### config.mk
export PLATFORM = sky130hd
export DESIGN_NAME = matrix_stream_feeder
export DESIGN_NICKNAME = d
export VERILOG_FILES = /design/src/rtl/matrix_stream_feeder.sv
export SDC_FILE = /design/constraint.sdc
export NUM_CORES = 1
export LEC_CHECK = 0
export ABC_CLOCK_PERIOD_IN_PS = 3400
export CAP_MARGIN = 15
export CORE_AREA = 8 8 212 214
export DETAILED_ROUTE_END_ITERATION = 8
export DIE_AREA = 0 0 220 222
export DONT_BUFFER_PORTS = 1
export SLEW_MARGIN = 20
export SYNTH_ARGS = -nofsm -noshare
export SYNTH_HDL_FRONTEND = slang
export SYNTH_SLANG_ARGS = --single-unit
### constraint.sdc
create_clock -name clk -period 3.4 [get_ports clk]
set_clock_uncertainty 0.2 [all_clocks]
set_input_delay 0.68 -clock clk [delete_from_list [all_inputs] [get_ports clk]]
set_output_delay 0.68 -clock clk [all_outputs]
set_load 0.02 [all_outputs]
### src/rtl/matrix_stream_feeder.sv
// rtl/matrix_stream_feeder.sv - streams 4x4 A/B operands to a multiplier and buffers its four result words.
// Optional result-wait timeout: define FEEDER_TIMEOUT_EN.
module matrix_stream_feeder #(
  parameter int WIDTH          = 8,
  parameter int NUM_ELEMENTS   = 4,
  parameter int MATRIX_WIDTH   = 4,
  parameter int TIMEOUT_CYCLES = 1024
) (
  input  logic                          clk,
  input  logic                          reset,
  input  logic                          ld_valid,
  input  logic                          ld_sel,
  input  logic [3:0]                    ld_addr,
  input  logic [WIDTH-1:0]              ld_data,
  input  logic                          start,
  output logic [NUM_ELEMENTS*WIDTH-1:0] rdata,
  output logic                          read_en,
  output logic                          write_en,
  input  logic [NUM_ELEMENTS*WIDTH-1:0] Res,
  input  logic                          write_ready,
  input  logic [1:0]                    res_addr,
  output logic [NUM_ELEMENTS*WIDTH-1:0] res_data,
  output logic                          busy,
`ifdef FEEDER_TIMEOUT_EN
  output logic                          done,
  output logic                          timeout
`else
  output logic                          done
`endif
);

  localparam int NCELL = MATRIX_WIDTH * MATRIX_WIDTH;
  localparam int DW    = NUM_ELEMENTS * WIDTH;

  typedef enum logic [1:0] {S_IDLE, S_STREAM, S_WAIT, S_DONE} state_t;

  state_t           r_state;
  logic [2:0]       r_beat;
  logic [1:0]       r_cap_cnt;
  logic [DW-1:0]    r_rdata;
  logic             r_read_en;
  logic             r_write_en;
  logic             r_busy;
  logic             r_done;
  logic [WIDTH-1:0] r_a [NCELL];
  logic [WIDTH-1:0] r_b [NCELL];
  logic [DW-1:0]    r_res [4];

  logic [WIDTH-1:0] w_a_nxt [NCELL];
  logic [WIDTH-1:0] w_b_nxt [NCELL];
  logic [2:0]       w_nb;
  logic [3:0]       w_idx_hi;
  logic [3:0]       w_idx_lo;
  logic [DW-1:0]    w_beat_word;

`ifdef FEEDER_TIMEOUT_EN
  localparam int WCW = $clog2(TIMEOUT_CYCLES + 1);
  localparam logic [WCW-1:0] TO_LAST = WCW'(TIMEOUT_CYCLES - 1);
  logic [WCW-1:0] r_wait_cnt;
  logic           r_timeout;
  assign timeout = r_timeout;
`endif

  // Host writes are folded in before the operand mux so a load coinciding
  // with start is already visible in beat 0.
  always_comb begin
    w_a_nxt = r_a;
    w_b_nxt = r_b;
    if (r_state == S_IDLE && ld_valid) begin
      if (ld_sel) w_b_nxt[ld_addr] = ld_data;
      else        w_a_nxt[ld_addr] = ld_data;
    end
  end

  // Beat n: col = n>>1, row = 2*(n&1); index = row*4 + col.
  assign w_nb        = (r_state == S_IDLE) ? 3'd0 : r_beat + 3'd1;
  assign w_idx_hi    = {w_nb[0], 1'b0, w_nb[2:1]};
  assign w_idx_lo    = {w_nb[0], 1'b1, w_nb[2:1]};
  assign w_beat_word = {w_a_nxt[w_idx_hi], w_a_nxt[w_idx_lo],
                        w_b_nxt[w_idx_hi], w_b_nxt[w_idx_lo]};

  always_ff @(posedge clk or negedge reset) begin
    if (!reset) begin
      r_state    <= S_IDLE;
      r_beat     <= 3'd0;
      r_cap_cnt  <= 2'd0;
      r_rdata    <= '0;
      r_read_en  <= 1'b0;
      r_write_en <= 1'b0;
      r_busy     <= 1'b0;
      r_done     <= 1'b0;
      for (int i = 0; i < NCELL; i++) begin
        r_a[i] <= '0;
        r_b[i] <= '0;
      end
      for (int i = 0; i < 4; i++) r_res[i] <= '0;
`ifdef FEEDER_TIMEOUT_EN
      r_wait_cnt <= '0;
      r_timeout  <= 1'b0;
`endif
    end else begin
      r_a <= w_a_nxt;
      r_b <= w_b_nxt;
      case (r_state)
        S_IDLE: begin
          if (start) begin
            r_state   <= S_STREAM;
            r_beat    <= 3'd0;
            r_rdata   <= w_beat_word;
            r_read_en <= 1'b1;
            r_busy    <= 1'b1;
            r_cap_cnt <= 2'd0;
`ifdef FEEDER_TIMEOUT_EN
            r_timeout <= 1'b0;
`endif
          end
        end
        S_STREAM: begin
          if (r_beat == 3'd7) begin
            r_state    <= S_WAIT;
            r_read_en  <= 1'b0;
            r_rdata    <= '0;
            r_write_en <= 1'b1;
`ifdef FEEDER_TIMEOUT_EN
            r_wait_cnt <= '0;
`endif
          end else begin
            r_beat  <= w_nb;
            r_rdata <= w_beat_word;
          end
        end
        S_WAIT: begin
          if (write_ready) begin
            r_res[r_cap_cnt] <= Res;
            r_cap_cnt        <= r_cap_cnt + 2'd1;
`ifdef FEEDER_TIMEOUT_EN
            r_wait_cnt       <= '0;
`endif
            if (r_cap_cnt == 2'd3) begin
              r_state    <= S_DONE;
              r_write_en <= 1'b0;
              r_done     <= 1'b1;
            end
          end
`ifdef FEEDER_TIMEOUT_EN
          else if (r_wait_cnt == TO_LAST) begin
            r_state    <= S_DONE;
            r_write_en <= 1'b0;
            r_done     <= 1'b1;
            r_timeout  <= 1'b1;
          end else begin
            r_wait_cnt <= r_wait_cnt + 1'b1;
          end
`endif
        end
        S_DONE: begin
          r_state <= S_IDLE;
          r_done  <= 1'b0;
          r_busy  <= 1'b0;
        end
        default: r_state <= S_IDLE;
      endcase
    end
  end

  assign rdata    = r_rdata;
  assign read_en  = r_read_en;
  assign write_en = r_write_en;
  assign busy     = r_busy;
  assign done     = r_done;
  assign res_data = r_res[res_addr];

endmodule

==> flow_metrics.env <==
export IMPL_status="finished with violations"
export IMPL_violations="hold timing, slew limit"
export IMPL_antenna_found_initial=1
export IMPL_min_path_type="in -> async"
export IMPL_clock_sinks=427
export IMPL_critPathArrivalTime_ns=3.33
export IMPL_synthesis_nets=1612
export IMPL_hold_viol_final=199
export IMPL_finalSetupTns_ns=0
export IMPL_clkPwrFrac_pct=25.8
export IMPL_async_reset_ff_share_pct=100
export IMPL_fin_cells=2117
export IMPL_rsz0062_at_grt="false"
export IMPL_cts_htree_levels=2
export IMPL_r2r_start="r_state[0]"
export IMPL_dp_cells=2033
export IMPL_start_util_pct=47.6
export IMPL_die_y_um=222
export IMPL_switchingPower_w=0.00677
export IMPL_crit_end="rdata[13]"
export IMPL_finalCritPeriodShare_pct=89.6
export IMPL_placed_area_mm2=0.0204
export IMPL_ys_ff_latch=427
export IMPL_end_kind="flip-flop"
export IMPL_rows=75
export IMPL_p_total_w=0.0197
export IMPL_grt_pass1_wl_mm=79.5
export IMPL_num_antenna_cells=0
export IMPL_drv_slew=269
export IMPL_yosysSeqAreaShare_pct=54.2
export IMPL_power_internal_w=0.0129
export IMPL_grt_max_degree=428
export IMPL_power_leakage_nw=10.4
export IMPL_clockBufferDepth=3
export IMPL_rrSetupSlack_ns=0.35
export IMPL_port_buffer_count=0
export IMPL_period_needed_ns=3.05
export IMPL_syn_avg_cell_area_um2=12.7
export IMPL_reg2reg_depth=8
export IMPL_yosysWarnings=0
export IMPL_clock_latency_ns=0.58
export IMPL_synth_edf_count=0
export IMPL_wl_mm=50.3
export IMPL_vias=12700
export IMPL_worstPathRequired_ns=3.69
export IMPL_cts_hold_buf=2
export IMPL_stdcell_area_mm2=0.0220
export IMPL_core_mm2=0.0415
export IMPL_crit_path_top_delay_cell="or3b_2"
export IMPL_cts_tree="done"
export IMPL_crit_chain="inv_1 > ha_2 > nor4bb_1 > nand2_1 > mux2_2 > a21bo_2 > or3b_2 > o21ai_1"
export IMPL_via_per_inst=6.01
export IMPL_fin_nets=1607
export IMPL_worst_pin_slew_ns=2.27
export IMPL_r2r_end="rdata[13]"
export IMPL_cpPeakStageDelay_ns=0.47
export IMPL_drtIter0Drc=917
export IMPL_synthDistinctLibCells=78
export IMPL_power_share_switching_pct=34.3
export IMPL_fmax_ghz=0.328
export IMPL_critPathMaxFanout=14
export IMPL_cp_start_kind="flip-flop"
export IMPL_grt_pass1_vias=13100
export IMPL_grt_ovfl_total=0
export IMPL_drv_cap=0
export IMPL_drive_gt1_share_pct=35.6
export IMPL_syn_inst=1550
export IMPL_fp_dieW_um=220
export IMPL_combPwrFrac_pct=34.6
export IMPL_wl_per_cell_um=23.8
export IMPL_relSlewSlack_pct=-51.2
export IMPL_ant_nets=0
export IMPL_cts_root_buf="clkbuf_16"
export IMPL_powerDensity_mw_per_mm2=896
export IMPL_cp_startpoint="r_state[0]"
export IMPL_dr_pass1_iters=5
export IMPL_irDropWorstVdd_mv=0.592
export IMPL_power_frac_seq_pct=39.6
export IMPL_path_class="reg -> reg"
export IMPL_post_cts_buffers=0
export IMPL_syn_area_mm2=0.0197
export IMPL_pin_count=120
export IMPL_place_gp_congestion=0.796
export IMPL_grt_util_all_layers_pct=20.6
export IMPL_dieArea_mm2=0.0488
export IMPL_crit_family="simple AND/OR/NAND/NOR gates"
export IMPL_numCtsBuffers=47
export IMPL_crit_buf_inv=1
export IMPL_clk_pin_slew_worst_paths_ns=0.06
export IMPL_drc=0
export IMPL_finalSetupViolCount=0
export IMPL_syn_to_final_growth_pct=11.5
export IMPL_post_dp_hpwl_mm=31.8
export IMPL_cp_depth=8
export IMPL_synth_top_flop_cell="dfrtp_1"
export IMPL_holdWs_ns=-0.382
==> cells by family after synthesis <==
group / share of synthesized area, %
compound gates: 10.3
simple gates: 8.33
buf+inv: 2.90
mux: 23.7
flops: 54.2
fa+ha+maj: 0.634
==> worst min-delay path by stage <==
stage / end / depth (start not counted) / startpoint / slack (ns)
4_1_cts: r_res[98] / 0 / reset / -0.41
5_1_grt: r_res[34] / 0 / reset / -0.42
2_1_floorplan: busy / 0 / reset / 0.18
6_report: r_res[98] / 0 / reset / -0.38
3_3_place_gp: r_res[98] / 0 / reset / 0.20
3_5_place_dp: r_res[98] / 0 / reset / 0.20
==> cell usage after synthesis, drive strengths merged, types with 12 or more instances <==
| library cell | number | area (µm²) |
|---|---|---|
| inv | 25 | 93.8 |
| nand2b | 19 | 119 |
| o21ai | 55 | 275 |
| dfrtp | 427 | 10700 |
| mux4 | 32 | 721 |
| and3 | 12 | 75.1 |
| o22ai | 15 | 93.8 |
| mux2i | 21 | 210 |
| a21bo | 21 | 210 |
| mux2 | 331 | 3750 |
| a21oi | 51 | 259 |
| nand2 | 129 | 487 |
| a32oi | 13 | 114 |
| o211ai | 12 | 90.1 |
| nor3 | 17 | 143 |
| nand3 | 50 | 268 |
| nor2 | 33 | 136 |
| or3 | 13 | 81.3 |
| o221ai | 20 | 175 |
| clkbuf | 79 | 297 |
| buf | 35 | 179 |
==> state kept, by name, indices dropped and copies added, names as in the netlist <==
register   flops
r_cap_cnt      2
done           1
r_a          128
read_en        1
rdata         32
write_en       1
busy           1
r_b          128
r_state        2
r_res        128
r_beat         3
==> power groups by stage <==
stage | combinational, W | sequential, W | clock, W
after floorplan | 0.00508 | 0.00757 | 0
after global placement | 0.00666 | 0.00783 | 0
after detailed placement | 0.00680 | 0.00790 | 0
after CTS | 0.00682 | 0.00782 | 0.00522
after global routing | 0.00738 | 0.00802 | 0.00541
final | 0.00682 | 0.00781 | 0.00508
==> metal layers <==
metal	vias to the layer above	global-route usage, %	part of all wire (%)	wire, µm
li1	5707	-	-	-
met1	6617	28.1	45	22500
met2	320	32.6	47	23600
met3	74	4.69	6.0	3000
met4	2	6.05	2.4	1220
met5	-	0	0.034	17
==> what timing repair did <==
item / in CTS / in global routing
endpoints found under the setup margin: 0 / 8
endpoints found under the hold margin: 429 / 427
resized for setup: 0 / 1
==> layout by cell type (no fill, tap or decap), drive strengths merged, types with 10 or more instances in the layout <==
| cell | count |
|---|---|
| dfrtp | 427 |
| mux2 | 331 |
| nand2 | 129 |
| clkbuf | 71 |
| buf | 58 |
| o21ai | 55 |
| a21oi | 51 |
| nand3 | 50 |
| nor2 | 33 |
| mux4 | 32 |
| inv | 26 |
| mux2i | 21 |
| a21bo | 21 |
| o221ai | 20 |
| nand2b | 19 |
| nor3 | 17 |
| o22ai | 15 |
| or3 | 13 |
| a32oi | 13 |
| and3 | 12 |
| o211ai | 12 |
| a32o | 10 |
| ha | 10 |
==> metrics by stage <==
stage / setup slack, ns / util (%)
2_1_floorplan: 0.440 / -
3_3_place_gp: 0.251 / 49.2
3_5_place_dp: 0.194 / 49.2
4_1_cts: 0.166 / 53.0
5_1_grt: 0.156 / 53.0
6_report: 0.354 / 53.0
==> cell type report <==
| cell class | instances | area, µm² |
|---|---|---|
| fill | 3571 | 19500 |
| sequential | 427 | 10700 |
| multi-input combinational | 983 | 8500 |
| clock buffer | 71 | 1430 |
| tap | 539 | 674 |
| timing repair buffer | 60 | 480 |
| clock inverter | 11 | 123 |
| inverter | 26 | 97.6 |
Power figures use the tool's default switching activity.
